==> config.mk <==
export PLATFORM = sky130hd
export DESIGN_NAME = hit_resolver
export DESIGN_NICKNAME = d
export VERILOG_FILES = /design/src/rtl/hit_resolver.sv
export SDC_FILE = /design/constraint.sdc
export NUM_CORES = 1
export LEC_CHECK = 0
export ABC_AREA = 1
export BUFFER_PORTS_ARGS = -buffer_cell sky130_fd_sc_hd__buf_4
export CAP_MARGIN = 10
export CORE_ASPECT_RATIO = 0.8
export CORE_MARGIN = 4
export CORE_UTILIZATION = 44
export DETAILED_ROUTE_END_ITERATION = 10
export GPL_ROUTABILITY_DRIVEN = 0
export PLACE_DENSITY_LB_ADDON = 0.3
export SLEW_MARGIN = 20
export SYNTH_ARGS = -nofsm -noshare
export SYNTH_HDL_FRONTEND = slang
export SYNTH_SLANG_ARGS = --single-unit
==> constraint.sdc <==
create_clock -name clk -period 1.8 [get_ports clk]
set_input_delay 0.18 -clock clk [delete_from_list [all_inputs] [get_ports clk]]
set_output_delay 0.18 -clock clk [all_outputs]
set_load 0.05 [all_outputs]
==> src/rtl/hit_resolver.sv <==
// hit_resolver: hit detection, health/stun tracking and match FSM (FIGHT/KO_HOLD/OVER).
// Optional HIT_RESOLVER_INVULN_EN adds a post-hit invulnerability window.
module hit_resolver #(
  parameter int HEALTH_W      = 4,
  parameter int MAX_HEALTH    = 10,
  parameter int DAMAGE        = 2,
  parameter int STUN_CYCLES   = 8,
  parameter int KO_CYCLES     = 30,
  parameter int INVULN_CYCLES = 12
) (
  input  logic                clk,
  input  logic                rst,
  input  logic [3:0]          p1_state,
  input  logic [3:0]          p2_state,
  input  logic [9:0]          p1_hit_x1,
  input  logic [9:0]          p1_hit_x2,
  input  logic [9:0]          p1_hit_y1,
  input  logic [9:0]          p1_hit_y2,
  input  logic [9:0]          p2_hit_x1,
  input  logic [9:0]          p2_hit_x2,
  input  logic [9:0]          p2_hit_y1,
  input  logic [9:0]          p2_hit_y2,
  input  logic [9:0]          p1_hurt_x1,
  input  logic [9:0]          p1_hurt_x2,
  input  logic [9:0]          p1_hurt_y1,
  input  logic [9:0]          p1_hurt_y2,
  input  logic [9:0]          p2_hurt_x1,
  input  logic [9:0]          p2_hurt_x2,
  input  logic [9:0]          p2_hurt_y1,
  input  logic [9:0]          p2_hurt_y2,
  input  logic                new_round,
  output logic [HEALTH_W-1:0] p1_health,
  output logic [HEALTH_W-1:0] p2_health,
  output logic                p1_hit,
  output logic                p2_hit,
  output logic                p1_stun,
  output logic                p2_stun,
  output logic [1:0]          winner,
  output logic                ko,
  output logic                round_over
);
  localparam int SW = $clog2(STUN_CYCLES + 1);
  localparam int KW = $clog2(KO_CYCLES + 1);
  typedef enum logic [1:0] {FIGHT, KO_HOLD, OVER} state_t;
  state_t state, state_n;
  logic [SW-1:0] s1, s2;
  logic [KW-1:0] kcnt;
  logic land1, land2, ok1, ok2, a12, a21, restart;
  logic [HEALTH_W-1:0] h1n, h2n;
  function automatic logic ov(input logic [9:0] a1, a2, b1, b2);
    logic [9:0] alo, ahi, blo, bhi;
    alo = a1 < a2 ? a1 : a2;
    ahi = a1 < a2 ? a2 : a1;
    blo = b1 < b2 ? b1 : b2;
    bhi = b1 < b2 ? b2 : b1;
    return alo <= bhi && blo <= ahi;
  endfunction
  function automatic logic [HEALTH_W-1:0] dmg(input logic [HEALTH_W-1:0] h);
    return h > HEALTH_W'(DAMAGE) ? h - HEALTH_W'(DAMAGE) : '0;
  endfunction
  // a12: P1 lands on P2; a21: P2 lands on P1
  assign a12 = state == FIGHT && p1_state == 4'd4 && !land1 && ok2 &&
               ov(p1_hit_x1, p1_hit_x2, p2_hurt_x1, p2_hurt_x2) &&
               ov(p1_hit_y1, p1_hit_y2, p2_hurt_y1, p2_hurt_y2);
  assign a21 = state == FIGHT && p2_state == 4'd4 && !land2 && ok1 &&
               ov(p2_hit_x1, p2_hit_x2, p1_hurt_x1, p1_hurt_x2) &&
               ov(p2_hit_y1, p2_hit_y2, p1_hurt_y1, p1_hurt_y2);
  assign h1n = a21 ? dmg(p1_health) : p1_health;
  assign h2n = a12 ? dmg(p2_health) : p2_health;
  assign restart = state == OVER && new_round;
  assign p1_stun = s1 != '0;
  assign p2_stun = s2 != '0;
  assign ko = state != FIGHT;
  assign round_over = state == OVER;
  always_comb begin
    state_n = state;
    case (state)
      FIGHT:   state_n = (h1n == '0 || h2n == '0) ? KO_HOLD : FIGHT;
      KO_HOLD: state_n = kcnt == '0 ? OVER : KO_HOLD;
      OVER:    state_n = new_round ? FIGHT : OVER;
      default: state_n = FIGHT;
    endcase
  end
  always_ff @(posedge clk or negedge rst)
    if (!rst) begin
      state <= FIGHT;
      p1_health <= HEALTH_W'(MAX_HEALTH);
      p2_health <= HEALTH_W'(MAX_HEALTH);
      {p1_hit, p2_hit, land1, land2} <= '0;
      {s1, s2} <= '0;
      winner <= 2'b00;
      kcnt <= KW'(KO_CYCLES - 1);
    end else begin
      state <= state_n;
      p1_hit <= a21;
      p2_hit <= a12;
      kcnt <= state == KO_HOLD ? kcnt - 1'b1 : KW'(KO_CYCLES - 1);
      if (restart) begin
        p1_health <= HEALTH_W'(MAX_HEALTH);
        p2_health <= HEALTH_W'(MAX_HEALTH);
        {land1, land2} <= '0;
        {s1, s2} <= '0;
        winner <= 2'b00;
      end else begin
        p1_health <= h1n;
        p2_health <= h2n;
        s1 <= a21 ? SW'(STUN_CYCLES) : s1 - SW'(s1 != '0);
        s2 <= a12 ? SW'(STUN_CYCLES) : s2 - SW'(s2 != '0);
        land1 <= a12 | (land1 & p1_state > 4'd2);
        land2 <= a21 | (land2 & p2_state > 4'd2);
        if (state == FIGHT && state_n == KO_HOLD) winner <= {h1n == '0, h2n == '0};
      end
    end
`ifdef HIT_RESOLVER_INVULN_EN
  localparam int IW = $clog2(INVULN_CYCLES + 1);
  logic [IW-1:0] i1, i2;
  assign ok1 = i1 == '0;
  assign ok2 = i2 == '0;
  always_ff @(posedge clk or negedge rst)
    if (!rst) {i1, i2} <= '0;
    else if (restart) {i1, i2} <= '0;
    else begin
      i1 <= a21 ? IW'(INVULN_CYCLES) : i1 - IW'(i1 != '0);
      i2 <= a12 ? IW'(INVULN_CYCLES) : i2 - IW'(i2 != '0);
    end
`else
  assign ok1 = 1'b1;
  assign ok2 = 1'b1;
`endif
endmodule

==> results <==
- The flow ran to the end, but the final reports show violations.
- The final reports fail on setup timing.
- The number of ports placed on the die boundary is 187.
- The number of buffers and inverters on the critical path is 4.
- The via count of the first global-routing pass was 7,986.
- Once detailed placement completed, the half-perimeter wirelength came to 17.2 mm.
- The number of cells on the worst reg-to-reg path is 12.
- The count of routing violations after the opening detailed-route iteration is 555.
- In the post-synthesis netlist, the biggest area contributors are ha_1, nand2_1, o21ai_0.
- CTS saw 29 sinks.
- The termination of the worst setup path is winner[1].
- The static power due to leakage is 0.00637 uW.
- In this run the critical register-to-register path is launched from state[0].
- The post-route fraction of the period consumed by the critical path is 1.79.
- For this block, the routed nets add up to 25.6 mm of wire.
- Counting flops and latches in the post-synthesis netlist gives 29.
- The first-pass detailed-route iteration total is 6.
- In the final layout, the share of cells above drive strength 1 is 0.427.
- The compound-gate portion of the synthesized area is 0.214.
- The buffer cell driving the clock tree root is clkbuf_16.
- Clock-pin slew was measured on the worst setup and hold paths at 0.05 ns.
- Relative to the synthesized area, the layout overhead comes to 68.8%.
- The maximum frequency from static timing analysis is 0.311 GHz.
- The final layout net count is 1,854.
- The top cell type's share of synthesized area is 0.279.
- The category of cells accounting for the largest share of critical-path delay is simple AND/OR/NAND/NOR gates.
- Using the TritonRoute via totals, the vias-per-cell ratio works out to 5.26.
- The wire length of the first global-routing pass is 34.6 mm.
- The initial standard-cell utilization of the core is 0.450.
- The power density over cell area is 645 nW/um2.
- The worst-case register-to-register setup slack is -0.26 ns.
- The overall power is 7760 uW.
- Max-cap violations in this run came to 0.
- The antenna violation net count after detailed routing is 0.
- Across the VDD grid, the largest voltage drop is 0.905 mV.
- The biggest area contributor in the post-synthesis netlist is ha_1.
- The clock tree buffer depth is 2.
- For the pin with the worst max-slew slack, the measured transition is 0.417 ns.
- The die area is 18,300 um2.
- The standard-cell row count is 41.
- The category of the most critical setup path is in -> reg.
- Of all flip-flops after synthesis, the portion carrying an async set or reset was 1.00.
- The delay of the slowest cell on the worst path is 0.30 ns.
- Data on the critical path is required at its endpoint by 1.96 ns.
- Of the total synthesized cell area, the portion taken by AND, OR, NAND and NOR gates is 0.261.
- The number of antenna violations at the first check in global routing came to 0.
- Data on the critical path arrives at its endpoint at 3.38 ns.
- 0 antenna diodes ended up in the layout.
- The netlist uses 39 different library cells.
- STA classifies the critical path endpoint as a register.
- The level count of the clock H-tree is 2.
- Summed over all layers, the global routing overflow is 0.
- In this run the worst path has a maximum fanout of 6.
- The worst hold slack is 0.118 ns.
- In the final routed layout, each cell accounts on average for 14.7 um.
- The worst setup path is launched from an input port.
- The source-to-sink clock delay at the later pin of the worst-skew pair is 0.27 ns.
- The slowest library cell on the worst path is ha_1.
- The final route contains 9,145 vias.
- The post-detailed-route DRC marker count is 0.
- The TritonCTS clock tree is built.
- The post-synth net total is 1,498.
- The capture instance of the worst register-to-register path is winner[1].
- The most numerous cell type found on the critical path is nand2_2.
- The count of pins over their slew limit was 0.
- Counting flops with a built-in enable in the synthesized netlist gives 0.
- The die is 122 um tall.
- Measured against its own limit, the worst slew margin works out to 0.722.
- In this run the worst setup path begins at p2_hurt_y2[3].
- After synthesis the cells add up to 7130 um2.
- The setup-violating endpoint count in the final report is 23.
- The average instance area after synthesis is 6.10 um2.
- The adder-cell share of the synthesized area is 0.279.
- The total number of cells along the worst setup path is 25.
- The most common cell in the synthesized netlist is nand2_1.
- Setup repair after global routing could not meet its margin everywhere.
- In the post-route analysis, the smallest setup slack over all paths is -1.42 ns.
- From left edge to right edge, the die measures 150 um.
- The total count of hold-check failures in the final report is 0.
- For this run, the leading register cell type out of synthesis is dfrtp_1.
- Of the synthesized area, sequential elements account for 0.103.
- Buffers placed on the I/O ports in this run total 186.
- Entering global routing, the biggest net connects 30 pins.
- After synthesis, the share of cell area in mux cells is 0.
- Of the total synthesized cell area, the portion taken by XOR and XNOR cells is 0.00737.
- After layout, the minimum clock period comes to 3.22 ns.
- The total number of yosys warnings is 0.
- The worst hold path belongs to the class in -> reg.
- The worst clock skew is 0.00678 ns.
- In the global route stage, overall resource usage came out at 0.225.
- The main combinational cell family by area after synthesis is adder cells.
- Counting the buffers created by CTS gives 5.
- The gate count of the mapped netlist is 1,168.
- The total area inside the core boundary comes to 15,900 um2.
- Ranked by instance count, the synthesized netlist is headed by nand2_1, inv_1, o21ai_0, ha_1, a21oi_1.
## placed cells by master (no fill, tap or decap), types with 4 or more instances in the layout
| master | count |
|---|---|
| buf_4 | 332 |
| nand2_1 | 260 |
| inv_1 | 185 |
| ha_1 | 123 |
| o21ai_0 | 82 |
| o21ai_1 | 67 |
| nand2_2 | 47 |
| a21oi_1 | 38 |
| ha_4 | 36 |
| nor2_1 | 33 |
| inv_2 | 30 |
| buf_6 | 27 |
| dfrtp_1 | 21 |
| a21oi_2 | 20 |
| o21ai_2 | 19 |
| nand3_2 | 19 |
| nor2_2 | 15 |
| nand2_4 | 13 |
| nand4_1 | 11 |
| o21a_1 | 10 |
| nor2_4 | 10 |
| nand3_1 | 10 |
| o211ai_1 | 9 |
| buf_12 | 9 |
| inv_4 | 8 |
| clkbuf_16 | 8 |
| dfstp_2 | 8 |
| o2111ai_4 | 7 |
| nor3_2 | 7 |
| buf_16 | 7 |
| o21bai_1 | 6 |
| a21o_1 | 6 |
| xor2_1 | 4 |
## layout make-up
class / instances / area (um2)
Clock inverter: 1 / 30.0
Fill cell: 1092 / 3820
Clock buffer: 7 / 143
Timing Repair Buffer: 382 / 3300
Multi-Input combinational cell: 881 / 6670
Sequential cell: 29 / 736
Tap cell: 215 / 269
Inverter: 225 / 882
## kinds of logic (layout without fill, tap and decap cells)
| group | Yosys count | count (layout) |
|---|---|---|
| AOI/OAI and AO/OA | 276 | 276 |
| xor gates and xnor gates | 6 | 6 |
| adders and majority gates | 159 | 159 |
| buffers and inverters | 258 | 615 |
| DFF | 29 | 29 |
| and+or+nand+nor | 440 | 440 |
## power by group
part           switching, uW  leakage (uW)  internal (uW)
combinational           3120       0.00594           2580
clock                    283     0.0000841            690
sequential               160      0.000345            931
total                   3560       0.00637           4200
## sequential cells by signal, summed over array words and instances, names as in the netlist
register,flops
s1,4
p2_hit,1
land2,1
state,2
p2_health,4
p1_hit,1
land1,1
winner,2
kcnt,5
s2,4
p1_health,4
## worst min path at each step
stage / from / to / slack (ns) / cells after the start
CTS: new_round / state[1] / 0.11 / 2
floorplan: rst / kcnt[1] / -0.12 / 0
finish: new_round / state[1] / 0.12 / 2
global placement: rst / kcnt[1] / 0.12 / 1
global route: new_round / state[1] / 0.12 / 2
detailed placement: rst / kcnt[1] / 0.12 / 1
## through the flow
stage / util / cell area [um2] / std cells / setup TNS, ns / worst slack (ns)
after floorplan: - / 7720 / 1168 / -14.08 / -0.932
after global placement: 0.647 / 10300 / 1686 / -25.28 / -1.39
after detailed placement: 0.647 / 10300 / 1686 / -26.84 / -1.49
after CTS: 0.703 / 11100 / 1720 / -19.36 / -1.05
after global routing: 0.759 / 12000 / 1740 / -28.28 / -1.59
final: 0.759 / 12000 / 1740 / -25.00 / -1.42
## routing by layer
layer | vias to the layer above | share of wire | global-route usage
met5 | - | 0 | 0
met3 | 63 | 0.067 | 0.0283
li1 | 4536 | - | -
met4 | 0 | 0.022 | 0.0240
met2 | 362 | 0.48 | 0.391
met1 | 4184 | 0.43 | 0.308
## repair_timing
| action | CTS | global route |
|---|---|---|
| pin swaps | 72 | 90 |
| endpoints found under the setup margin | 23 | 23 |
| setup buffers | 18 | 11 |
| hold buffers | 1 | 0 |
| gates resized for setup | 125 | 189 |
| hold endpoints to repair | 21 | 0 |
| gates cloned | 10 | 10 |
No activity file was read; power rests on OpenSTA's default activity.
